[src/rtl/display_pkg.sv]
// Shared definitions for the seven-segment display blocks: segment bit
// positions, the hex font and the pin polarity helper.
package display_pkg;

    // Cathode vector, bit0 = a ... bit6 = g, 1 = segment on (logical sense)
    typedef logic [6:0] seg7_t;

    localparam int SEG_A = 0;
    localparam int SEG_B = 1;
    localparam int SEG_C = 2;
    localparam int SEG_D = 3;
    localparam int SEG_E = 4;
    localparam int SEG_F = 5;
    localparam int SEG_G = 6;

    // Standard hex font, indexed by nibble value
    localparam seg7_t HEX_FONT [16] = '{
        7'h3F,  // 0 abcdef
        7'h06,  // 1 bc
        7'h5B,  // 2 abdeg
        7'h4F,  // 3 abcdg
        7'h66,  // 4 bcfg
        7'h6D,  // 5 acdfg
        7'h7D,  // 6 acdefg
        7'h07,  // 7 abc
        7'h7F,  // 8 all
        7'h6F,  // 9 abcdfg
        7'h77,  // A abcefg
        7'h7C,  // b cdefg
        7'h39,  // C adef
        7'h5E,  // d bcdeg
        7'h79,  // E adefg
        7'h71   // F aefg
    };

    // Convert a logical "on" bit to the physical pin level
    function automatic logic pin_level(input logic on, input logic active_low);
        return on ^ active_low;
    endfunction

endpackage

[src/rtl/seg7_decode.sv]
// Combinational hex nibble to seven-segment decoder (logical polarity,
// 1 = segment on). Shared by the score displays.
module seg7_decode
    import display_pkg::*;
(
    input  logic [3:0] nibble,
    output seg7_t      seg
);

    // Font lookup
    always_comb begin
        seg = HEX_FONT[nibble];
    end

endmodule

[src/rtl/display_scan_mux.sv]
// Multiplexed seven-segment scanner for NUM_DIGITS common-anode digits.
// A prescaler divides the clock into digit slots; the first BLANK_CYCLES of
// every slot are dark to stop ghosting. Inputs are sampled once per frame so
// a value never tears across digits. Leading zeros can be blanked.
// Optional feature macro: DISPLAY_SCAN_DIM_EN adds a brightness port and a
// PWM duty gate on the lit condition.
module display_scan_mux
    import display_pkg::*;
#(
    parameter int NUM_DIGITS   = 8,
    parameter int PRESCALE     = 100000,
    parameter int BLANK_CYCLES = 2,
    parameter int ACTIVE_LOW   = 1,
    parameter int DIM_BITS     = 4
) (
    input  logic                    clock,
    input  logic                    reset_n,
    input  logic [4*NUM_DIGITS-1:0] value,
    input  logic [NUM_DIGITS-1:0]   dp,
    input  logic [NUM_DIGITS-1:0]   digit_enable,
    input  logic                    lz_suppress,
`ifdef DISPLAY_SCAN_DIM_EN
    input  logic [DIM_BITS-1:0]     brightness,
`endif
    output logic [NUM_DIGITS-1:0]   digit_select,
    output logic [6:0]              segments,
    output logic                    seg_dp,
    output logic                    frame_start
);

    localparam int PCNT_W = (PRESCALE > 1) ? $clog2(PRESCALE) : 1;
    localparam int IDX_W  = (NUM_DIGITS > 1) ? $clog2(NUM_DIGITS) : 1;

    localparam logic [PCNT_W-1:0] PCNT_LAST = PCNT_W'(PRESCALE - 1);
    localparam logic [IDX_W-1:0]  IDX_LAST  = IDX_W'(NUM_DIGITS - 1);
    localparam logic [PCNT_W-1:0] BLANK_END = PCNT_W'(BLANK_CYCLES);
    localparam logic              INACTIVE  = (ACTIVE_LOW != 0);

    // Scan state
    logic [PCNT_W-1:0] pcnt_q, pcnt_d;
    logic [IDX_W-1:0]  idx_q, idx_d;
    logic              tick;
    logic              wrap;

    // Frame shadow registers
    logic [4*NUM_DIGITS-1:0] val_sh_q, val_sh_d;
    logic [NUM_DIGITS-1:0]   dp_sh_q, dp_sh_d;
    logic [NUM_DIGITS-1:0]   en_sh_q, en_sh_d;
    logic                    lz_sh_q, lz_sh_d;

`ifdef DISPLAY_SCAN_DIM_EN
    logic [DIM_BITS-1:0] bright_sh_q, bright_sh_d;
    logic [DIM_BITS-1:0] pwm_q, pwm_d;
`endif

    // Current-slot view
    logic [NUM_DIGITS-1:0] lz_blank;
    logic                  upper_zero;
    logic [3:0]            cur_nib;
    logic                  cur_en;
    logic                  cur_dp;
    logic                  cur_blank;
    logic [NUM_DIGITS-1:0] cur_onehot;
    seg7_t                 cur_seg;
    logic                  duty_ok;
    logic                  lit;

    // Output registers
    logic [NUM_DIGITS-1:0] sel_q, sel_d;
    logic [6:0]            seg_q, seg_d;
    logic                  sdp_q, sdp_d;
    logic                  fs_q, fs_d;

    // Prescaler and scan index next-state; wrap marks the end of a frame
    always_comb begin
        tick   = (pcnt_q == PCNT_LAST);
        wrap   = tick && (idx_q == IDX_LAST);
        pcnt_d = tick ? '0 : pcnt_q + 1'b1;
        idx_d  = idx_q;
        if (tick) begin
            idx_d = (idx_q == IDX_LAST) ? '0 : idx_q + 1'b1;
        end
    end

    // Scan counters
    always_ff @(posedge clock or negedge reset_n) begin
        if (!reset_n) begin
            pcnt_q <= '0;
            idx_q  <= '0;
        end else begin
            pcnt_q <= pcnt_d;
            idx_q  <= idx_d;
        end
    end

    // Capture all display inputs together at the frame boundary
    always_comb begin
        val_sh_d = val_sh_q;
        dp_sh_d  = dp_sh_q;
        en_sh_d  = en_sh_q;
        lz_sh_d  = lz_sh_q;
`ifdef DISPLAY_SCAN_DIM_EN
        bright_sh_d = bright_sh_q;
`endif
        if (wrap) begin
            val_sh_d = value;
            dp_sh_d  = dp;
            en_sh_d  = digit_enable;
            lz_sh_d  = lz_suppress;
`ifdef DISPLAY_SCAN_DIM_EN
            bright_sh_d = brightness;
`endif
        end
    end

    // Shadow registers; cleared on reset so the first frame is dark
    always_ff @(posedge clock or negedge reset_n) begin
        if (!reset_n) begin
            val_sh_q <= '0;
            dp_sh_q  <= '0;
            en_sh_q  <= '0;
            lz_sh_q  <= 1'b0;
        end else begin
            val_sh_q <= val_sh_d;
            dp_sh_q  <= dp_sh_d;
            en_sh_q  <= en_sh_d;
            lz_sh_q  <= lz_sh_d;
        end
    end

`ifdef DISPLAY_SCAN_DIM_EN
    // Free-running PWM counter; all-ones brightness bypasses the compare
    always_comb begin
        pwm_d   = pwm_q + 1'b1;
        duty_ok = (bright_sh_q == '1) || (pwm_q < bright_sh_q);
    end

    // PWM counter and brightness shadow
    always_ff @(posedge clock or negedge reset_n) begin
        if (!reset_n) begin
            pwm_q       <= '0;
            bright_sh_q <= '0;
        end else begin
            pwm_q       <= pwm_d;
            bright_sh_q <= bright_sh_d;
        end
    end
`else
    // Without dimming the display always runs at full duty
    always_comb begin
        duty_ok = (DIM_BITS > 0);
    end
`endif

    // Leading-zero mask: walk from the top digit down while nibbles are zero;
    // digit 0 is never suppressed so an all-zero value still shows "0"
    always_comb begin
        lz_blank   = '0;
        upper_zero = 1'b1;
        for (int i = NUM_DIGITS - 1; i >= 1; i--) begin
            upper_zero  = upper_zero && (val_sh_q[4*i +: 4] == 4'h0);
            lz_blank[i] = lz_sh_q && upper_zero;
        end
    end

    // Select the current digit's attributes; only in-range indices match
    always_comb begin
        cur_nib    = 4'h0;
        cur_en     = 1'b0;
        cur_dp     = 1'b0;
        cur_blank  = 1'b0;
        cur_onehot = '0;
        for (int i = 0; i < NUM_DIGITS; i++) begin
            if (idx_q == IDX_W'(i)) begin
                cur_nib       = val_sh_q[4*i +: 4];
                cur_en        = en_sh_q[i];
                cur_dp        = dp_sh_q[i];
                cur_blank     = lz_blank[i];
                cur_onehot[i] = 1'b1;
            end
        end
    end

    seg7_decode u_decode (
        .nibble (cur_nib),
        .seg    (cur_seg)
    );

    // Lit condition and pin-polarity conversion for the output registers
    always_comb begin
        lit = cur_en && !cur_blank && (pcnt_q >= BLANK_END) && duty_ok;
        for (int i = 0; i < NUM_DIGITS; i++) begin
            sel_d[i] = pin_level(lit && cur_onehot[i], INACTIVE);
        end
        for (int s = 0; s < 7; s++) begin
            seg_d[s] = pin_level(lit && cur_seg[s], INACTIVE);
        end
        sdp_d = pin_level(lit && cur_dp, INACTIVE);
        fs_d  = wrap;
    end

    // Registered pins; reset drives every output to its inactive level
    always_ff @(posedge clock or negedge reset_n) begin
        if (!reset_n) begin
            sel_q <= {NUM_DIGITS{INACTIVE}};
            seg_q <= {7{INACTIVE}};
            sdp_q <= INACTIVE;
            fs_q  <= 1'b0;
        end else begin
            sel_q <= sel_d;
            seg_q <= seg_d;
            sdp_q <= sdp_d;
            fs_q  <= fs_d;
        end
    end

    assign digit_select = sel_q;
    assign segments     = seg_q;
    assign seg_dp       = sdp_q;
    assign frame_start  = fs_q;

endmodule

[config.mk]
export PLATFORM = sky130hd
export DESIGN_NAME = display_scan_mux
export DESIGN_NICKNAME = d
export VERILOG_FILES = /design/src/rtl/display_pkg.sv /design/src/rtl/seg7_decode.sv /design/src/rtl/display_scan_mux.sv
export SDC_FILE = /design/constraint.sdc
export NUM_CORES = 1
export LEC_CHECK = 0
export ABC_CLOCK_PERIOD_IN_PS = 7800
export BUFFER_PORTS_ARGS = -buffer_cell sky130_fd_sc_hd__buf_2
export CORE_UTILIZATION = 40
export DETAILED_ROUTE_END_ITERATION = 7
export PLACE_DENSITY_LB_ADDON = 0.2
export REMOVE_ABC_BUFFERS = 1
export SETUP_SLACK_MARGIN = 0.3
export SYNTH_ARGS = -nofsm -noshare
export SYNTH_HDL_FRONTEND = slang
export SYNTH_SLANG_ARGS = --single-unit
[constraint.sdc]
create_clock -name clock -period 7.8 [get_ports clock]
set_input_delay 1.17 -clock clock [delete_from_list [all_inputs] [get_ports clock]]
set_output_delay 1.17 -clock clock [all_outputs]
set_load 0.005 [all_outputs]
Word-level counts from Yosys, hierarchy flattened:

Memories as Yosys holds them, arrays and structs flattened.
Cells that the tools add are included.

* register bits: 86
* bits in latches: 0
* bits in writable memories: 0
* memory bits (read-only): 112
* bits of input ports: 51
* output and inout port bits: 17
* logic and storage cells: 124
* memories: 1

Memory list
* (no name shown): depth 16, bits a word 7, read ports 1, clocked after Yosys merged registers in 0, wr ports 0, line seg7_decode.sv:12 `seg = HEX_FONT[nibble];`

* $add $sub $neg: 2
* multiply operators: 0
* divide/modulo/power cells: 0
* order comparisons: 2
* equal/unequal tests: 8
* shift operators: 0
* multiplexer cells: 43
* bitwise operators: 17
* reduce and logical (&&, ||, !) cells: 41

Operators by type and width (number)
* $logic_and A1 B1 Y1: 32
* $mux W4: 8
* $mux W1: 31
* $logic_not A4 Y1: 7
* $add A17 B1 Y17 const B: 1
* $eq A17 B17 Y1 const B: 1
* $ge A17 B2 Y1 const B: 1
* $mux W17: 1
* $not A1 Y1: 16
* $mux W7: 2
* $eq A3 B3 Y1 const B: 4
* $eq A3 B2 Y1 const B: 2
* $ge A5 B5 Y1 const B: 1
* $not A4 Y5: 1
* $add A3 B1 Y3 const B: 1
* $eq A3 B1 Y1 const B: 1
* $logic_not A3 Y1: 1
* $mux W3: 1
* $logic_not A1 Y1: 1

Depth between registers and ports, before layout:

Gate-level depths: netlist of the first run.

* depth in word-level cells: 20
* mapped depth: 15
* gate-level depth less buffers: 12

Hierarchy:

A second synthesis of the first run with hierarchy kept.

* cells, all modules: 381
* area, all modules: 4324.1 µm²

Modules (own cells, without submodules)
* display_scan_mux: times used 1, cells an instance 348, area an instance 4036.4 µm², seq. area each 2172.1 µm²
* seg7_decode: times used 1, cells an instance 33, area an instance 287.8 µm², seq. area each 0.0 µm²

Least setup slack after synthesis of the first run:

Ideal clock, no wire load.

* path type: register -> register
* start point: register idx_q[2]
* end point: register seg_q[5] (netlist: segments[5])
* setup time: 0.111 ns
* arrival: 2.783 ns
* required time: 7.689 ns
* setup slack: 4.906 ns
* cell stages (with the launch flop): 13
* cell sequence: dfrtp_1 > inv_1 > clkbuf_1 > ha_1 > or2_2 > clkbuf_1 > a221oi_1 > o22ai_1 > a21oi_1 > inv_1 > ha_1 > and2_1 > o311ai_0

* cells in the longest elaborated chain, start to end: 15

RTL lines
* start: declaration: line display_scan_mux.sv:41 `logic [IDX_W-1:0] idx_q, idx_d;`
* start signal: assignment: line display_scan_mux.sv:92 `idx_q <= idx_d;`
* $logic_not A3 Y1: line display_scan_mux.sv:174 `if (idx_q == IDX_W'(i)) begin`
* $mux W4 (8 in series): line display_scan_mux.sv:174
* $not A4 Y5 (implied by the code): line seg7_decode.sv:12
* $mem_v2 Z16 W7
* $mux W7 (implied by the code) (2 in series): line seg7_decode.sv:12
* $logic_and A1 B1 Y1 *: line display_scan_mux.sv:196 `seg_d[s] = pin_level(lit && cur_seg[s], INACTIVE);`
* $not A1 Y1 (no line) *
* named net seg_d[5]: line display_scan_mux.sv:70 `logic [6:0] seg_q, seg_d;`
* end signal: assignment: line display_scan_mux.sv:206 `seg_q <= {7{INACTIVE}};`
* end signal: assignment: line display_scan_mux.sv:211 `seg_q <= seg_d;`
* end: declaration: line display_scan_mux.sv:70

Mark *: on every way through the listed nets, which the timed path passes. The rest lies on a longest branch. The select of a mux whose other input is x is not followed.
A chain may end at the register's enable or synchronous reset.

Worst setup path after layout of the first run:

* start point: register idx_q[2]
* end point: register seg_q[3] (netlist: segments[3])

Same word-level chain as after synthesis.

==> results.md, run 1 <==
- Sequential area share after synthesis: around 50%
- # diodes: 0
- Fin cells: 597
- Critical path class: reg -> reg
- Clock skew: 0.0173 ns
- Most used cell, CP: inv_1
- Syn. warnings: 0
- Residual DRC count: 0
- Leakage: ~2.2 nW
- Largest net degree at the start of global routing: 54
- PostCTS Resize Cnt: 0
- Crit path largest cell delay: roughly 0.68 ns
- Gr usage total: 17.9%
- Crit path max-delay family: compound AO/OA/AOI/OAI gates
- Via count: 3111
- H-Tree Depth: 3
- Final hold vios: 0
- CP endpoint kind: flip-flop
- WP buf/inv: 3
- Max Cap Viol: 0
- Top FF cell, synth: dfrtp_1
- Final setup vio count: 0
- # rows: 37
- Chip height: approximately 110 µm
- Setup TNS: 0 ns
- Die area: ~0.011 mm²
- Total Power: around 870 µW
- Place WS: approximately 4.2 ns
- Routing usage on met3: 3.90%
- Min-Delay Path Class: reg -> reg
- IO Pins: roughly 70
- Clock Pin Slew Worst Setup and Hold Paths: ~0.080 ns
- Cell Pwr Density: between 150 and 200 mW/mm²
- Post-layout min period: around 3.7 ns
- DRT Pass-1 Iters: 5
- Seq cells post-synth: 86
- Setup repair bufs after CTS: 0
- Hold-fix buffers, CTS: 0
- Synth unique cells: between 50 and 60
- CTS Buffer Depth: 2
- Iter 0 DRT Violations: around 130
- Post-DP HPWL: approximately 6600 µm
- Peak ir drop on the vdd network: 0.0000837 V
- Vias in the first global route: around 3100
- I/O Buffers: 67
- GRT met2 Usage: between 20 and 30%
- Post-synthesis cell count: around 400
- Fmax: between 0.2 and 0.3 GHz
- First-pass GRT wire length: 15400 µm
- Gpl congestion: around 0.88
- Status: finished clean
- Initial antenna violation count: 0
- Die width: 106 µm
- Worst path slowest cell: dfrtp_1
- Final worst setup slack: ~4.1 ns
- Layout Nets: about 520
- Core ar.: slightly above 0.01 mm²
- Share of synthesized registers carrying an async set or reset: 100%
- M1 GR Usage: between 20% and 30%
- TritonCTS Buffers: 9
- Number of synthesized flops with an enable pin: 0
- Sink Count: between 80 and 90
- Post-Syn Area: around 0.0043 mm²
- Detail Route Antenna Nets: 0
- Final wirelength: 9100 µm
- CP arrival: slightly below 4 ns
- Root Driver: clkbuf_8
- Worst slew pin tran: just over 1 ns
- DR WL/cell: ~15 µm
- GRT overflow: 0
- RSZ-0062 raised after global routing: false
- Hold_ws: about 0.50 ns
- CTS tree: yes
- Initial Util: between 40% and 50%
- Max_slew headroom: a little under a third
- Inst Count DP: a little under 600
- Worst-path fanout max: 17
- Required @ worst endpoint: 8.06 ns
- Crit share post-route: 47.2%
- Layout cells sized above 1: between 30% and 40%
- Vias per Instance: 5.21
- Syn avg cell area: roughly 11 µm²
- Area Overhead vs Synth: 15.6%
- Most used routing layer: met2
- Pins Over Slew Limit: 0
- Skew-Pair Late Insertion Delay: 0.36 ns
- Critical path cell sequence: inv_1, ha_1, or2_2, a221oi_1, o22ai_1, a21oi_1, inv_1, ha_1, inv_1, o21ai_0, a21oi_1, o21ai_0
- Startpoint types: flip-flop
- Reg2Reg Setup Slack: slightly above 4 ns
==> per-layer routing <==
layer  wire length, µm  part of all wire (%)  vias up
li1                  -                     -     1532
met1              4290                    47     1508
met2              4390                    48       61
met3               335                   3.7       10
met4                95                   1.0        0
met5                 0                     0        -
==> layout make-up <==
cell class / instances / area (µm²)
Clock buffer: 10 / 138
Clock inverter: 5 / 83.8
Fill cell: 1009 / 5400
Inverter: 15 / 56.3
Multi-Input combinational cell: 274 / 1990
Sequential cell: 86 / 2170
Tap cell: 136 / 170
Timing Repair Buffer: 71 / 368
==> Yosys cell counts, drive strengths merged (3+ instances only) <==
| master | number | area [µm²] |
|---|---|---|
| a21oi | 18 | 90.1 |
| a221oi | 4 | 35.0 |
| and2 | 3 | 18.8 |
| and3 | 5 | 31.3 |
| buf | 7 | 46.3 |
| clkbuf | 14 | 52.6 |
| dfrtp | 70 | 1750 |
| dfstp | 16 | 420 |
| ha | 14 | 175 |
| inv | 15 | 56.3 |
| mux2 | 43 | 484 |
| nand2 | 32 | 125 |
| nand2b | 3 | 18.8 |
| nand3 | 31 | 190 |
| nand3b | 5 | 37.5 |
| nor2 | 21 | 78.8 |
| nor2b | 5 | 31.3 |
| nor3 | 6 | 30.0 |
| nor4 | 9 | 62.6 |
| o211ai | 3 | 27.5 |
| o21ai | 21 | 105 |
| o311ai | 4 | 35.0 |
| o31ai | 3 | 22.5 |
| xnor2 | 7 | 61.3 |
| xor2 | 8 | 70.1 |
==> where the power goes <==
part | leakage, nW | internal [mW] | total [mW] | switching (mW)
sequential | 0.998 | 0.463 | 0.472 | 0.00893
combinational | 1.09 | 0.0275 | 0.0552 | 0.0277
clock | 0.105 | 0.188 | 0.345 | 0.157
==> logic make-up (layout without fill, tap and decap cells) <==
family	count (synthesis)	in the layout	share of synthesized area [%]
and+or+nand+nor	131	131	16.6
DFF	86	86	50.5
AOI/OAI and AO/OA	70	70	10.7
muxes	44	44	11.5
buffers and inverters	36	101	3.61
xor gates and xnor gates	15	15	3.05
adders and majority gates	14	14	4.07
==> cell usage in the layout, fill, tap and decap left out, types with 5 or more instances in the layout <==
cell type  synthesis  final
inv_1             15     15
xnor2_1            7      7
and3_1             5      5
nor3_1             6      6
buf_2              4     66
dfrtp_1           70     70
nand3b_1           5      5
nor4_1             8      8
nor2b_1            5      5
mux2_2            43     43
o21ai_0           21     21
clkbuf_8           0     10
nand3_2            7      7
dfstp_2           16     16
ha_1              14     14
xor2_1             8      8
nand2_1           30     29
nor2_1            21     21
nand3_1           24     24
buf_4              0      5
a21oi_1           18     18
==> final timing paths <==
kind                                       from                        to  depth (start not counted)
min in group asynchronous               reset_n       pcnt_q[5]$_DFF_PN0_                          1
min reg2reg                pcnt_q[14]$_DFF_PN0_      pcnt_q[14]$_DFF_PN0_                          1
max                        idx_q[2]$_DFFE_PN0N_     segments[3]$_DFF_PN1_                         12
max in group asynchronous               reset_n  val_sh_q[18]$_DFFE_PN0P_                          2
min                        pcnt_q[14]$_DFF_PN0_      pcnt_q[14]$_DFF_PN0_                          1
max reg2reg                idx_q[2]$_DFFE_PN0N_     segments[3]$_DFF_PN1_                         12
==> state kept, by name, summed over array words and instances, names as in the netlist, 3 cells and up <==
register and flops:
segments 7, digit_select 8, val_sh_q 32, pcnt_q 17, idx_q 3, dp_sh_q 8
en_sh_q 8
==> metrics by stage <==
step / utilization [%] / instance area, µm²
2_1_floorplan: - / 4200
3_3_place_gp: 45.8 / 4750
3_5_place_dp: 45.8 / 4750
4_1_cts: 48.0 / 4970
5_1_grt: 48.0 / 4970
6_report: 48.0 / 4970
(Power assumes the default switching activity.)
==> inputs of run 2 (changes only) <==
--- a/config.mk
+++ b/config.mk
@@ -5,7 +5,7 @@
 export SDC_FILE = /design/constraint.sdc
 export NUM_CORES = 1
 export LEC_CHECK = 0
-export ABC_CLOCK_PERIOD_IN_PS = 7800
+export ABC_CLOCK_PERIOD_IN_PS = 3600
 export BUFFER_PORTS_ARGS = -buffer_cell sky130_fd_sc_hd__buf_2
 export CORE_UTILIZATION = 40
 export DETAILED_ROUTE_END_ITERATION = 7
==> constraint.sdc (replaced) <==
create_clock -name clock -period 3.6 [get_ports clock]
set_input_delay 0.54 -clock clock [delete_from_list [all_inputs] [get_ports clock]]
set_output_delay 0.54 -clock clock [all_outputs]
set_load 0.005 [all_outputs]
==> results.md, run 2 (synthesis results as in run 1) <==
- # rows: 37 (unchanged)
- FILL cells: 980 (-2.9%)
- Layout cells sized above 1: 36.3% (+0.91 points)
- Max Cap Viol: 0 (unchanged)
- Crit. Startpoint: idx_q[0]$_DFFE_PN0N_
- Max_slew headroom: 29.7% (-0.78 points)
- Chip height: 106 µm (unchanged)
- Clock Pin Slew Worst Setup and Hold Paths: 0.09 ns (about the same)
- Critical path cell sequence: inv_1, ha_1, buf_4, or3b_2, a41oi_1, o21ai_0, o311ai_0
- Cell Pwr Density: 366 mW/mm² (+110%)
- DRT Pass-1 Iters: 4 (-1)
- Int Power: 1.42 mW (+110%)
- Largest register FFs: 32 (unchanged)
- Gpl congestion: 0.878 (-0.80%)
- Vias in the first global route: 3127 (+0.58%)
- CTS tree: yes
- Worst path slowest cell: or3b_2
- Top reg by flops: val_sh_q
- CP arrival: 3.21 ns (-0.74 ns)
- Most frequent cells in the layout: dfrtp_1, buf_2, mux2_2, nand2_1, nand3_1
- Via count: 3184 (+2.3%)
- IO Pins: 68 (unchanged)
- Fmax: 0.337 GHz (+24%)
- TritonCTS Buffers: 9 (unchanged)
- Crit path max-delay family: compound AO/OA/AOI/OAI gates
- Setup TNS: 0 ns (unchanged)
- Die width: 106 µm (unchanged)
- PostCTS Resize Cnt: 0 (unchanged)
- Status: finished clean
- CTS Buffer Depth: 2 (unchanged)
- Startpoint types: flip-flop
- Most common cell after layout, fill and taps aside: dfrtp_1
- Largest net degree at the start of global routing: 87 (+61%)
- Gr usage total: 18.2% (+0.29 points)
- Wire length on met1: 4620 µm (+7.9%)
- Post-layout min period: 2.97 ns (-0.716 ns)
- DR WL/cell: 15.8 µm (+3.3%)
- Worst slew pin tran: 1.04 ns (+0.0116 ns)
- RSZ-0062 raised after global routing: false
- Detail Route Antenna Nets: 0 (unchanged)
- Clock skew: 0.0146 ns (-0.00266 ns)
- Final setup vio count: 0 (unchanged)
- Initial antenna violation count: 0 (unchanged)
- Setup repair bufs after CTS: 0 (unchanged)
- Final worst setup slack: 0.634 ns (-3.48 ns)
- H-Tree Depth: 3 (unchanged)
- Area Overhead vs Synth: 16.1%
- Layout Nets: 526 (+0.77%)
- Peak ir drop on the vdd network: 0.000224 V (+170%)
- # diodes: 0 (unchanged)
- Fin util: 48.1% (+0.18 points)
- Required @ worst endpoint: 3.84 ns (-4.22 ns)
- Switching power: 409 µW (+110%)
- Die area: 0.0112 mm² (unchanged)
- First-pass GRT wire length: 15700 µm (+2.3%)
- Final instance area: 0.00499 mm² (+0.38%)
- WP buf/inv: 2 (-1)
- Clock Power Share: 37.5% (-2.1 points)
- GRT overflow: 0 (unchanged)
- Root Driver: clkbuf_8
- Worst R2R Start: idx_q[0]$_DFFE_PN0N_
- Min-Delay Path Class: in -> async
- Final hold vios: 0 (unchanged)
- CP endpoint kind: flip-flop
- Largest regs: val_sh_q: 32 flops, pcnt_q: 17 flops
- Sequential Power Share: 56.0% (+1.9 points)
- Combinational power share: 6.5% (+0.2 points)
- Post-Place Cell Area: 0.00478 mm² (+0.63%)
- Pins Over Slew Limit: 0 (unchanged)
- Vias per Instance: 5.29 (+1.5%)
- Hold-fix buffers, CTS: 0 (unchanged)
- Final wirelength: 9480 µm (+4.2%)
- Post-DP HPWL: 6890 µm (+3.8%)
- Initial Util: 41.5% (unchanged)
- Met3 WL: 398 µm (+19%)
- Critical path class: reg -> reg
- Residual DRC count: 0 (unchanged)
- Max Used Layer: met4
- Iter 0 DRT Violations: 179 (+43%)
- Core ar.: 0.0104 mm² (unchanged)
- Met2 routed WL: 4300 µm (-1.9%)
- Crit path largest cell delay: 0.46 ns (-0.22 ns)
- Sink Count: 86 (unchanged)
- Skew-Pair Late Insertion Delay: 0.36 ns (about the same)
- Total Power: 1.83 mW (+110%)
- I/O Buffers: 67 (unchanged)
- Place WS: 0.573 ns (-3.58 ns)
- Leakage: 2.20 nW (+0.61%)
- Worst-path fanout max: 14 (-3)
- Sw Share: 22.4% (+0.10 points)
- Crit share post-route: 82.4% (+35 points)
-- run 2: final cells by class --
class / instances / area (µm²) / share of cell area [%]
Clock inverter: 3 / 42.5 / 0.852
Timing Repair Buffer: 75 / 398 / 7.97
Tap cell: 136 / 170 / 3.41
Inverter: 15 / 56.3 / 1.13
Sequential cell: 86 / 2170 / 43.5
Multi-Input combinational cell: 274 / 1990 / 39.9
Clock buffer: 13 / 159 / 3.18
-- run 2: power groups by stage --
stage | logic, mW | clock network [mW] | registers, mW
4_1_cts | 0.121 | 0.709 | 1.02
2_1_floorplan | 0.0558 | 0 | 1.03
5_1_grt | 0.134 | 0.749 | 1.03
3_5_place_dp | 0.120 | 0 | 1.04
3_3_place_gp | 0.118 | 0 | 1.04
6_report | 0.118 | 0.686 | 1.02
-- run 2: path summary, 6_finish.rpt --
kind                       slack (ns)  cells after the start                  endpoint
max in group asynchronous        2.57                      1    dp_sh_q[6]$_DFFE_PN0P_
hold / removal                   0.37                      1      pcnt_q[10]$_DFF_PN0_
setup reg to reg                 0.63                      7     segments[4]$_DFF_PN1_
min in group clock               0.41                      2  val_sh_q[31]$_DFFE_PN0P_
hold reg to reg                  0.51                      1       pcnt_q[8]$_DFF_PN0_
setup / recovery                 0.63                      7     segments[4]$_DFF_PN1_
-- run 2: worst register-to-register path: cells and delay by family (launching register included) --
kind,cells,cell delay [ns]
AOI/OAI and AO/OA,3,1.14
adders and majority gates,1,0.45
buffers and inverters,2,0.39
DFF,1,0.42
and+or+nand+nor,1,0.46
-- run 2: layer usage --
layer | global-route usage (%) | vias up
met1 | 25.1 | 1554
li1 | - | 1539
met4 | 6.65 | 0
met3 | 4.33 | 14
met5 | 0 | -
met2 | 27.8 | 77
-- run 2: stage by stage --
stage | std cells | hold WS (ns)
final | 602 | 0.366
after global placement | 586 | 0.478
after global routing | 602 | 0.391
after detailed placement | 586 | 0.494
after CTS | 602 | 0.390
after floorplan | 375 | 0.244
==> inputs of run 3 (changes only) <==
--- a/config.mk
+++ b/config.mk
@@ -5,7 +5,7 @@
 export SDC_FILE = /design/constraint.sdc
 export NUM_CORES = 1
 export LEC_CHECK = 0
-export ABC_CLOCK_PERIOD_IN_PS = 3600
+export ABC_CLOCK_PERIOD_IN_PS = 2800
 export BUFFER_PORTS_ARGS = -buffer_cell sky130_fd_sc_hd__buf_2
 export CORE_UTILIZATION = 40
 export DETAILED_ROUTE_END_ITERATION = 7
==> constraint.sdc (replaced) <==
create_clock -name clock -period 2.8 [get_ports clock]
set_input_delay 0.42 -clock clock [delete_from_list [all_inputs] [get_ports clock]]
set_output_delay 0.42 -clock clock [all_outputs]
set_load 0.005 [all_outputs]
==> results.md, run 3 (synthesis results as in run 1) <==
- Area Overhead vs Synth: 27.5%
- Min-Delay Path Class: in -> async
- Post-DP HPWL: 6930 µm (+0.65%)
- Clock skew: 0.0158 ns (+0.00115 ns)
- Initial Util: 41.5% (unchanged)
- First-pass GRT wire length: 16600 µm (+5.8%)
- Post-Place Cell Area: 0.00488 mm² (+2.1%)
- Largest net degree at the start of global routing: 87 (unchanged)
- Gpl congestion: 0.886 (+0.89%)
- Status: finished clean
- Cell Pwr Density: 432 mW/mm² (+18%)
- Vias in the first global route: 3354 (+7.3%)
- TritonCTS Buffers: 9 (unchanged)
- Total Power: 2.37 mW (+30%)
- Final setup vio count: 0 (unchanged)
- Combinational power share: 8.1% (+1.6 points)
- Worst-path fanout max: 5 (-9)
- Residual DRC count: 0 (unchanged)
- Pins Over Slew Limit: 0 (unchanged)
- Most used routing layer: met2
- Int Power: 1.83 mW (+29%)
- Routing usage on met3: 3.71% (-0.62 points)
- Startpoint types: flip-flop
- Fmax: 0.401 GHz (+19%)
- CTS tree: yes
- Clock Pin Slew Worst Setup and Hold Paths: 0.09 ns (about the same)
- Fin util: 52.9% (+4.7 points)
- CTS Buffer Depth: 2 (unchanged)
- DRT Pass-1 Iters: 4 (unchanged)
- WP buf/inv: 2 (unchanged)
- Post-layout min period: 2.49 ns (-0.472 ns)
- Hold_ws: 0.0764 ns (-0.289 ns)
- Detail Route Antenna Nets: 0 (unchanged)
- Vias per Instance: 5.27 (-0.34%)
- GRT overflow: 0 (unchanged)
- Final hold vios: 0 (unchanged)
- Chip height: 106 µm (unchanged)
- Largest regs: val_sh_q: 32 flops, pcnt_q: 17 flops
- Root Driver: clkbuf_8
- Skew-Pair Late Insertion Delay: 0.36 ns (about the same)
- Sink Count: 86 (unchanged)
- GRT met2 Usage: 30.1% (+2.2 points)
- # diodes: 0 (unchanged)
- Initial antenna violation count: 0 (unchanged)
- Sequential Power Share: 55.6% (-0.4 points)
- Iter 0 DRT Violations: 167 (-6.7%)
- Critical path class: reg -> reg
- Switching power: 542 µW (+33%)
- Max_slew headroom: 67.2% (+38 points)
- CP arrival: 2.75 ns (-0.46 ns)
- CP endpoint kind: flip-flop
- Most used cell, CP: ha_4
- Critical path cell sequence: ha_4, buf_6, ha_4, or2_4, buf_4, a221oi_4, or3_1, nand2_1, and2_4, o311ai_2
- Final wirelength: 10100 µm (+6.6%)
- Peak ir drop on the vdd network: 0.000255 V (+14%)
- H-Tree Depth: 3 (unchanged)
- Worst path slowest cell: dfrtp_1
- IO Pins: 68 (unchanged)
- Die width: 106 µm (unchanged)
- I/O Buffers: 67 (unchanged)
- Leakage: 2.36 nW (+6.9%)
- # rows: 37 (unchanged)
- Most common cell after layout, fill and taps aside: dfrtp_1
- Clock Power Share: 36.3% (-1.2 points)
- Layout cells sized above 1: 45.4% (+9.1 points)
- Max Cap Viol: 0 (unchanged)
- M1 GR Usage: 25.5% (+0.43 points)
- Layout Nets: 547 (+4.0%)
- Die area: 0.0112 mm² (unchanged)
- Via count: 3284 (+3.1%)
- Crit share post-route: 89.1% (+6.7 points)
- Crit path largest cell delay: 0.43 ns (-0.03 ns)
- DR WL/cell: 16.2 µm (+3.0%)
- Crit path max-delay family: simple AND/OR/NAND/NOR gates
- Worst slew pin tran: 0.487 ns (-0.557 ns)
- Required @ worst endpoint: 3.06 ns (-0.78 ns)
- Core ar.: 0.0104 mm² (unchanged)
- Most frequent cells in the layout: dfrtp_1, buf_2, mux2_2, nand2_1, nand3_1
- Largest register FFs: 32 (unchanged)
- Sw Share: 22.9% (+0.52 points)
- Gr usage total: 19.2% (+0.94 points)
- RSZ-0062 raised after global routing: true
- Top reg by flops: val_sh_q
- Final instance area: 0.00548 mm² (+9.8%)
run 3: changes by cell type in the layout (fill, tap and decap cells not counted), sizes merged:
cell	previous run	this run
buf	75	95
clkbuf	13	14
clkinvlp	1	0
o21a	2	3
run 3: area by class of cell:
type                    instances  area [µm²]
inverters                      15        56.3
flip-flops and latches         86        2170
repair buffers                 95         592
multi-input cells             275        2310
well taps                     136         170
clock inverters                 2        35.0
clock buffers                  14         153
fillers                       955        4890
run 3: worst paths after layout:
kind	start	to	slack (ns)	cells after the start
max in group asynchronous	reset_n	digit_select[6]$_DFF_PN1_	2.32	2
hold / removal	reset_n	pcnt_q[6]$_DFF_PN0_	0.08	2
setup reg to reg	idx_q[0]$_DFFE_PN0N_	segments[5]$_DFF_PN1_	0.31	10
setup / recovery	idx_q[0]$_DFFE_PN0N_	segments[5]$_DFF_PN1_	0.31	10
min in group clock	digit_enable[7]	en_sh_q[7]$_DFFE_PN0P_	0.29	2
hold reg to reg	pcnt_q[14]$_DFF_PN0_	pcnt_q[14]$_DFF_PN0_	0.50	1
run 3: power groups by stage:
stage	Sequential [mW]	Combinational, mW	Clock, mW
floorplan	1.33	0.0718	0
global placement	1.34	0.162	0
detailed placement	1.34	0.164	0
CTS	1.32	0.172	0.889
global route	1.32	0.213	0.927
finish	1.32	0.192	0.860
run 3: worst reg2reg max path: stages (launching register included):
cell      delay, ns
dfrtp_1        0.43
ha_4           0.20
buf_6          0.12
ha_4           0.15
or2_4          0.26
buf_4          0.16
a221oi_4       0.30
or3_1          0.22
nand2_1        0.12
and2_4         0.19
o311ai_2       0.26
run 3: what timing repair did:
action / CTS / global route
setup buffers: 6 / 4
pin swaps: 13 / 15
setup endpoints to repair: 15 / 15
hold buffers: 0 / 0
gates cloned: 1 / 0
resized for setup: 19 / 45
run 3: metrics by stage:
step           instances  setup WS, ns  TNS [ns]
6_report             623         0.306         0
5_1_grt              623         0.202         0
4_1_cts              619         0.260         0
3_5_place_dp         596         0.168         0
3_3_place_gp         596         0.237         0
2_1_floorplan        375        -0.932    -47.00
run 3: per-layer routing:
| metal | wire length [µm] | part of all wire, % |
|---|---|---|
| met5 | 0 | 0 |
| met3 | 430 | 4.3 |
| met1 | 4650 | 46 |
| met4 | 250 | 2.5 |
| met2 | 4780 | 47 |
